**config.mk**
```make
export PLATFORM = sky130hd
export DESIGN_NAME = fp_accumulator_flat
export DESIGN_NICKNAME = d
export VERILOG_FILES = /design/src/rtl/fp_pkg.sv /design/src/rtl/fp_accumulator_if.sv /design/src/rtl/fp_adder.sv /design/src/rtl/fp_accumulator.sv /design/src/flat_wrapper.sv
export SDC_FILE = /design/constraint.sdc
export NUM_CORES = 1
export LEC_CHECK = 0
export BUFFER_PORTS_ARGS = -buffer_cell sky130_fd_sc_hd__clkbuf_2
export CAP_MARGIN = 40
export CORE_MARGIN = 2
export CORE_UTILIZATION = 40
export DETAILED_ROUTE_END_ITERATION = 10
export GPL_ROUTABILITY_DRIVEN = 0
export MAX_ROUTING_LAYER = met4
export SYNTH_ARGS = -nofsm -noshare
export SYNTH_HDL_FRONTEND = slang
export SYNTH_SLANG_ARGS = --single-unit
```
**constraint.sdc**
```tcl
create_clock -name clk -period 22.5 [get_ports clk]
set_clock_uncertainty 0.05 [all_clocks]
set_input_delay 1.125 -clock clk [delete_from_list [all_inputs] [get_ports clk]]
set_output_delay 1.125 -clock clk [all_outputs]
set_load 0.02 [all_outputs]
```
**src/rtl/fp_pkg.sv**
```systemverilog
// rtl/fp_pkg.sv - shared FP32 field widths, constants and accumulator state type
package fp_pkg;

  localparam int EXP_W  = 8;
  localparam int FRAC_W = 23;
  localparam int BIAS   = 127;

  localparam logic [EXP_W-1:0] EXP_MAX  = 8'hFF;
  localparam logic [31:0]      POS_ZERO = 32'h0000_0000;
  localparam logic [31:0]      POS_INF  = 32'h7F80_0000;
  localparam logic [31:0]      NEG_INF  = 32'hFF80_0000;

  typedef enum logic [1:0] {
    IDLE  = 2'd0,
    ACCUM = 2'd1,
    DONE  = 2'd2
  } acc_state_e;

  typedef struct packed {
    logic exception;
    logic overflow;
    logic underflow;
  } fp_flags_t;

endpackage

```
**src/rtl/fp_accumulator_if.sv**
```systemverilog
// rtl/fp_accumulator_if.sv - product input and sum output handshakes of the accumulator
interface fp_accumulator_if #(
  parameter int CNT_W = 16
);

  logic             in_valid;
  logic             in_ready;
  logic [31:0]      in_data;
  logic             in_last;
  logic             in_exception;
  logic             in_overflow;
  logic             in_underflow;

  logic             out_valid;
  logic             out_ready;
  logic [31:0]      out_sum;
  logic [CNT_W-1:0] out_count;
  logic             out_exception;
  logic             out_overflow;
  logic             out_underflow;

  // Producer of products / consumer of sums.
  modport master (
    output in_valid, in_data, in_last, in_exception, in_overflow, in_underflow,
    output out_ready,
    input  in_ready,
    input  out_valid, out_sum, out_count, out_exception, out_overflow, out_underflow
  );

  // The accumulator itself.
  modport slave (
    input  in_valid, in_data, in_last, in_exception, in_overflow, in_underflow,
    input  out_ready,
    output in_ready,
    output out_valid, out_sum, out_count, out_exception, out_overflow, out_underflow
  );

endinterface

```
**src/rtl/fp_adder.sv**
```systemverilog
// rtl/fp_adder.sv - combinational FP32 adder, round-to-nearest-even, flush-to-zero
module fp_adder
  import fp_pkg::*;
(
  input  logic [31:0] a_i,
  input  logic [31:0] b_i,
  output logic [31:0] sum_o,
  output logic        overflow_o,
  output logic        underflow_o,
  output logic        exception_o
);

  logic              a_s, b_s;
  logic [EXP_W-1:0]  a_e, b_e;
  logic [FRAC_W-1:0] a_f, b_f;

  assign {a_s, a_e, a_f} = a_i;
  assign {b_s, b_e, b_f} = b_i;

  // Operand classes. A NaN accumulator or any exp=FF addend counts as +0.
  logic a_inf, a_nan, a_zero, a_sz;
  logic b_spec, b_inf, b_zero, b_sz;

  assign a_inf  = (a_e == EXP_MAX) && (a_f == '0);
  assign a_nan  = (a_e == EXP_MAX) && (a_f != '0);
  assign a_zero = (a_e == '0) || a_nan;
  assign a_sz   = a_nan ? 1'b0 : a_s;
  assign b_spec = (b_e == EXP_MAX);
  assign b_inf  = b_spec && (b_f == '0);
  assign b_zero = (b_e == '0) || b_spec;
  assign b_sz   = b_spec ? 1'b0 : b_s;

  logic              sx, sy;
  logic [EXP_W-1:0]  ex, ey, d;
  logic [23:0]       mx, my;
  logic [26:0]       y_ext, y_sh, n;
  logic [27:0]       s;
  logic [4:0]        lz;
  logic              found, zero_res, rnd_up;
  logic signed [9:0] e;
  logic [24:0]       r;
  logic [31:0]       fin_sum;
  logic              fin_ovf, fin_unf;

  // Finite path: both operands normal; larger magnitude becomes x, y is aligned into x.
  always_comb begin
    sx = a_s; sy = b_s; ex = a_e; ey = b_e;
    mx = {1'b1, a_f}; my = {1'b1, b_f};
    if ({b_e, b_f} > {a_e, a_f}) begin
      sx = b_s; sy = a_s; ex = b_e; ey = a_e;
      mx = {1'b1, b_f}; my = {1'b1, a_f};
    end
    d     = ex - ey;
    y_ext = {my, 3'b000};
    y_sh  = '0;
    if (d >= 8'd27) begin
      y_sh = 27'd1;
    end else begin
      y_sh = y_ext >> d;
      if ((y_ext & ((27'd1 << d) - 27'd1)) != '0) y_sh[0] = 1'b1;
    end

    e        = $signed({2'b00, ex});
    s        = '0;
    n        = '0;
    lz       = '0;
    found    = 1'b0;
    zero_res = 1'b0;
    if (sx == sy) begin
      s = {1'b0, mx, 3'b000} + {1'b0, y_sh};
      if (s[27]) begin
        n    = s[27:1];
        n[0] = s[1] | s[0];
        e    = e + 10'sd1;
      end else begin
        n = s[26:0];
      end
    end else begin
      s = {1'b0, mx, 3'b000} - {1'b0, y_sh};
      n = s[26:0];
      zero_res = (n == '0);
      for (int i = 26; i >= 0; i--) begin
        if (!found) begin
          if (n[i]) found = 1'b1;
          else      lz = lz + 5'd1;
        end
      end
      n = n << lz;
      e = e - $signed({5'b00000, lz});
    end

    // Guard is n[2], round n[1], sticky n[0]; a carry out of rounding bumps the exponent.
    rnd_up = n[2] & (n[1] | n[0] | n[3]);
    r      = {1'b0, n[26:3]} + {24'd0, rnd_up};
    if (r[24]) e = e + 10'sd1;

    fin_ovf = 1'b0;
    fin_unf = 1'b0;
    fin_sum = POS_ZERO;
    if (zero_res) begin
      fin_sum = POS_ZERO;
    end else if (e >= 10'sd255) begin
      fin_ovf = 1'b1;
      fin_sum = sx ? NEG_INF : POS_INF;
    end else if (e <= 10'sd0) begin
      fin_unf = 1'b1;
      fin_sum = POS_ZERO;
    end else begin
      fin_sum = {sx, e[7:0], (r[24] ? r[23:1] : r[22:0])};
    end
  end

  // Special-case selection around the finite path.
  always_comb begin
    sum_o       = POS_ZERO;
    overflow_o  = 1'b0;
    underflow_o = 1'b0;
    exception_o = 1'b0;
    if (a_inf && b_inf && (a_s != b_s)) begin
      sum_o       = POS_ZERO;
      exception_o = 1'b1;
    end else if (a_inf) begin
      sum_o       = a_s ? NEG_INF : POS_INF;
      exception_o = b_spec;
    end else begin
      exception_o = b_spec | a_nan;
      if (a_zero && b_zero) begin
        sum_o = {a_sz & b_sz, 31'd0};
      end else if (b_zero) begin
        sum_o = a_i;
      end else if (a_zero) begin
        sum_o = b_i;
      end else begin
        sum_o       = fin_sum;
        overflow_o  = fin_ovf;
        underflow_o = fin_unf;
      end
    end
  end

endmodule

```
**src/rtl/fp_accumulator.sv**
```systemverilog
// rtl/fp_accumulator.sv - streaming FP32 dot-product accumulator with sticky flags
module fp_accumulator
  import fp_pkg::*;
#(
  parameter int CNT_W = 16
) (
  input  logic              clk,
  input  logic              rst,
  fp_accumulator_if.slave   bus
);

  acc_state_e       state_q, state_d;
  logic [31:0]      acc_q, acc_d;
  logic [CNT_W-1:0] cnt_q, cnt_d;
  fp_flags_t        flg_q, flg_d;

  logic [31:0] add_sum;
  logic        add_ovf, add_unf, add_exc;
  logic        beat;

  fp_adder u_adder (
    .a_i         (acc_q),
    .b_i         (bus.in_data),
    .sum_o       (add_sum),
    .overflow_o  (add_ovf),
    .underflow_o (add_unf),
    .exception_o (add_exc)
  );

  assign bus.in_ready      = (state_q != DONE);
  assign bus.out_valid     = (state_q == DONE);
  assign bus.out_sum       = acc_q;
  assign bus.out_count     = cnt_q;
  assign bus.out_exception = flg_q.exception;
  assign bus.out_overflow  = flg_q.overflow;
  assign bus.out_underflow = flg_q.underflow;

  assign beat = bus.in_valid & bus.in_ready;

  // State, accumulator, count and flag registers.
  always_ff @(posedge clk) begin
    if (rst) begin
      state_q <= IDLE;
      acc_q   <= POS_ZERO;
      cnt_q   <= '0;
      flg_q   <= '0;
    end else begin
      state_q <= state_d;
      acc_q   <= acc_d;
      cnt_q   <= cnt_d;
      flg_q   <= flg_d;
    end
  end

  // Accept beats while idle/accumulating; hold the result in DONE until it is taken.
  always_comb begin
    state_d = state_q;
    acc_d   = acc_q;
    cnt_d   = cnt_q;
    flg_d   = flg_q;
    case (state_q)
      IDLE, ACCUM: begin
        if (beat) begin
          acc_d           = add_sum;
          cnt_d           = cnt_q + 1'b1;
          flg_d.exception = flg_q.exception | bus.in_exception | add_exc;
          flg_d.overflow  = flg_q.overflow  | bus.in_overflow  | add_ovf;
          flg_d.underflow = flg_q.underflow | bus.in_underflow | add_unf;
          state_d         = bus.in_last ? DONE : ACCUM;
        end
      end
      DONE: begin
        if (bus.out_ready) begin
          state_d = IDLE;
          acc_d   = POS_ZERO;
          cnt_d   = '0;
          flg_d   = '0;
        end
      end
      default: begin
        state_d = IDLE;
        acc_d   = POS_ZERO;
        cnt_d   = '0;
        flg_d   = '0;
      end
    endcase
  end

endmodule

```
**src/flat_wrapper.sv**
```systemverilog
// flat-port wrapper written by rule: the top's interface ports become plain ports
module fp_accumulator_flat import fp_pkg::*;
#(
  parameter int CNT_W = 16
)
  (clk, rst, bus_in_valid, bus_in_data, bus_in_last, bus_in_exception, bus_in_overflow, bus_in_underflow, bus_out_ready, bus_in_ready, bus_out_valid, bus_out_sum, bus_out_count, bus_out_exception, bus_out_overflow, bus_out_underflow);
  fp_accumulator_if #(.CNT_W(CNT_W)) bus_i ();
  input  logic clk;
  input  logic rst;
  input wire logic [$bits(bus_i.in_valid)-1:0] bus_in_valid;
  input wire logic [$bits(bus_i.in_data)-1:0] bus_in_data;
  input wire logic [$bits(bus_i.in_last)-1:0] bus_in_last;
  input wire logic [$bits(bus_i.in_exception)-1:0] bus_in_exception;
  input wire logic [$bits(bus_i.in_overflow)-1:0] bus_in_overflow;
  input wire logic [$bits(bus_i.in_underflow)-1:0] bus_in_underflow;
  input wire logic [$bits(bus_i.out_ready)-1:0] bus_out_ready;
  output wire logic [$bits(bus_i.in_ready)-1:0] bus_in_ready;
  output wire logic [$bits(bus_i.out_valid)-1:0] bus_out_valid;
  output wire logic [$bits(bus_i.out_sum)-1:0] bus_out_sum;
  output wire logic [$bits(bus_i.out_count)-1:0] bus_out_count;
  output wire logic [$bits(bus_i.out_exception)-1:0] bus_out_exception;
  output wire logic [$bits(bus_i.out_overflow)-1:0] bus_out_overflow;
  output wire logic [$bits(bus_i.out_underflow)-1:0] bus_out_underflow;
  assign bus_i.in_valid = bus_in_valid;
  assign bus_i.in_data = bus_in_data;
  assign bus_i.in_last = bus_in_last;
  assign bus_i.in_exception = bus_in_exception;
  assign bus_i.in_overflow = bus_in_overflow;
  assign bus_i.in_underflow = bus_in_underflow;
  assign bus_i.out_ready = bus_out_ready;
  assign bus_in_ready = bus_i.in_ready;
  assign bus_out_valid = bus_i.out_valid;
  assign bus_out_sum = bus_i.out_sum;
  assign bus_out_count = bus_i.out_count;
  assign bus_out_exception = bus_i.out_exception;
  assign bus_out_overflow = bus_i.out_overflow;
  assign bus_out_underflow = bus_i.out_underflow;
  fp_accumulator #(.CNT_W(CNT_W)) u_core (.clk(clk), .rst(rst), .bus(bus_i));
endmodule
```
==> flow_metrics.py <==
metrics = {
    "run_status": {
        "status": "finished clean",
    },
    "hold_path": {
        "hold_path_class": "reg -> reg",
        "min_from": "u_core.bus.out_overflow",
    },
    "worst_setup_path": {
        "critPathArrivalTime_ps": 22120,
        "cpMaxStageDelayCell": "or4_4",
        "cp-start-kind": "primary input",
        "path_max_fanout": 7,
        "crit_path_start": "bus_in_data[13]",
        "crit_required_ps": 22650,
        "cp-end-kind": "register",
        "cpMostUsedCell": "ha_1",
        "slowest_delay_ps": 600,
        "reg2reg_from": "u_core.bus.out_sum[21]",
        "crit_type": "in -> reg",
    },
    "timing": {
        "finalCriticalPeriod_ps": 21970,
        "max_freq_mhz": 45.5,
        "tightestPinTransition_ps": 1040,
        "relSlewSlack": 0.303,
        "min_period_over_period": 0.976,
        "hold_viol": 0,
        "slew_violations": 0,
        "setup_viol": 0,
    },
    "yosys": {
        "synth_common_cells": "nand2_1 (327), nor2_1 (278), a21oi_1 (208)",
        "synth_area_leaders": "ha_1 (7.7%), nand2_1 (6.7%), mux2i_1 (6.2%)",
        "async_reset_ff_frac": 0,
        "synth_nets": 2930,
        "yosysMostFrequentCell": "nand2_1",
        "yosysWarnings": 0,
        "syn-cell-area_sq_um": 18300,
        "ys_types": 110,
        "syn_inst": 2775,
        "synth_top_area_share": 0.0773,
        "yosysTopAreaCell": "ha_1",
        "ys_ff_latch": 53,
        "syn_avg_cell_area_sq_um": 6.59,
        "synth-edff-count": 0,
        "synthFlopType": "dfxtp_1",
        "ys_seq_area_frac": 0.0580,
    },
    "global_route": {
        "grt_max_degree": 88,
        "grt_util_all_layers": 0.325,
        "grt_pass1_vias": 21400,
        "grt_overflow_total": 0,
        "antenna_found_initial": 0,
        "grt_pass1_wl_um": 120000,
    },
    "cells_and_area": {
        "syn_to_final_growth_pct": 20.1,
        "finalNonFillerCells": 3564,
        "layout-drive-gt1-share": 0.210,
        "diodes": 0,
        "layout.nets": 3118,
    },
    "detailed_routing": {
        "drc": 0,
        "drtAntennaViolNets": 0,
        "finalWirelength_um": 80400,
        "wl_per_cell_um": 22.5,
        "vias": 23400,
        "vias_per_cell": 6.55,
        "drtIter0Drc": 3107,
        "dr.pass1.iters": 7,
    },
    "placement": {
        "dpl.hpwl_um": 63100,
        "io_buffers": 92,
        "dp.cells": 3498,
    },
    "die": {
        "fp.dieArea_sq_um": 47500,
        "initial_core_util": 0.404,
        "rows": 78,
        "die_x_um": 218,
        "pin_count": 93,
        "core_area_sq_um": 45300,
        "die_h_um": 218,
    },
    "cts": {
        "cts.sinks": 53,
        "max-clock-path-buffers": 2,
        "numCtsBuffers": 5,
        "cts_root_buf": "clkbuf_16",
        "postCtsHoldBufs": 0,
        "clk_pin_slew_ps": 70,
        "htreeDepth": 2,
        "clk_latency_ps": 300,
        "cts_tree": "built",
    },
    "run": {
        "maxCapViolations": 0,
    },
}
==> critical path, delay by kind of cell <==
kind / cells / cell delay (ps)
fa+ha+maj: 17 / 4900
xor+xnor: 3 / 590
simple gates: 40 / 6870
compound gates: 32 / 6400
mux: 4 / 890
buf+inv: 8 / 1240
==> registers in the layout, indices dropped and copies added (netlist names) <==
| name | count |
|---|---|
| u_core.bus.out_count | 16 |
| u_core.bus.out_sum | 32 |
| u_core.bus.out_exception | 1 |
| u_core.state_q | 2 |
| u_core.bus.out_underflow | 1 |
| u_core.bus.out_overflow | 1 |
==> layer usage <==
metal	track usage	part of all wire	vias to the layer above	routed length, um
met2	0.507	0.44	1542	35300
met1	0.400	0.39	10700	31700
li1	-	-	10700	-
met3	0.0586	0.10	374	8180
met4	0.166	0.064	0	5130
met5	-	0	-	0
==> through the flow <==
step	util	instance area [sq um]	setup TNS (ps)	setup slack, ps	hold WS, ps
after global placement	0.451	20400	-1960	-136	410
final	0.485	22000	0	535	431
after global routing	0.485	22000	-9710	-384	429
after CTS	0.455	20600	0	20.3	426
after detailed placement	0.451	20400	-13040	-588	416
after floorplan	-	18400	0	3.99	429
==> layout by cell type, fill, tap and decap left out, types with 44 or more instances in the layout <==
cell type	instances
a21oi_1	189
nand4_1	53
ha_1	86
nor4_1	44
nand2_1	324
xnor2_1	89
nand3_1	98
nor2_1	269
dfxtp_1	53
nor3_1	83
inv_1	127
mux2i_1	108
buf_4	235
o21ai_0	169
clkbuf_2	84
==> final timing paths <==
check	to	slack (ps)	cells past startpoint
max	u_core.bus.out_sum[7]	530	104
min	u_core.bus.out_overflow	430	2
min reg2reg	u_core.bus.out_overflow	430	2
max reg2reg	u_core.bus.out_sum[7]	650	104
==> final cells by class <==
cell class | instances | area (sq um)
well taps | 600 | 751
flip-flops and latches | 53 | 1060
clock buffers | 5 | 125
multi-input cells | 2433 | 17000
repair buffers | 339 | 2490
inverters | 131 | 497
fillers | 4600 | 23300
clock inverters | 3 | 21.3
==> logic make-up (layout without fill, tap and decap cells) <==
kind of cell / Yosys count / after routing / synth area share
compound gates: 864 / 864 / 0.318
xor+xnor: 144 / 144 / 0.0743
mux: 159 / 159 / 0.0938
simple gates: 1145 / 1147 / 0.309
buf+inv: 291 / 478 / 0.0655
fa+ha+maj: 119 / 119 / 0.0817
flops: 53 / 53 / 0.0580
==> repair_timing <==
action,CTS,global route
gates cloned,0,5
setup endpoints to repair,26,34
pin swaps,0,83
setup buffers,1,50
resized for setup,8,187
Power is left out: the tool's default activity adds up to more than one toggle a clock period on the data nets, which glitch-free logic cannot reach.
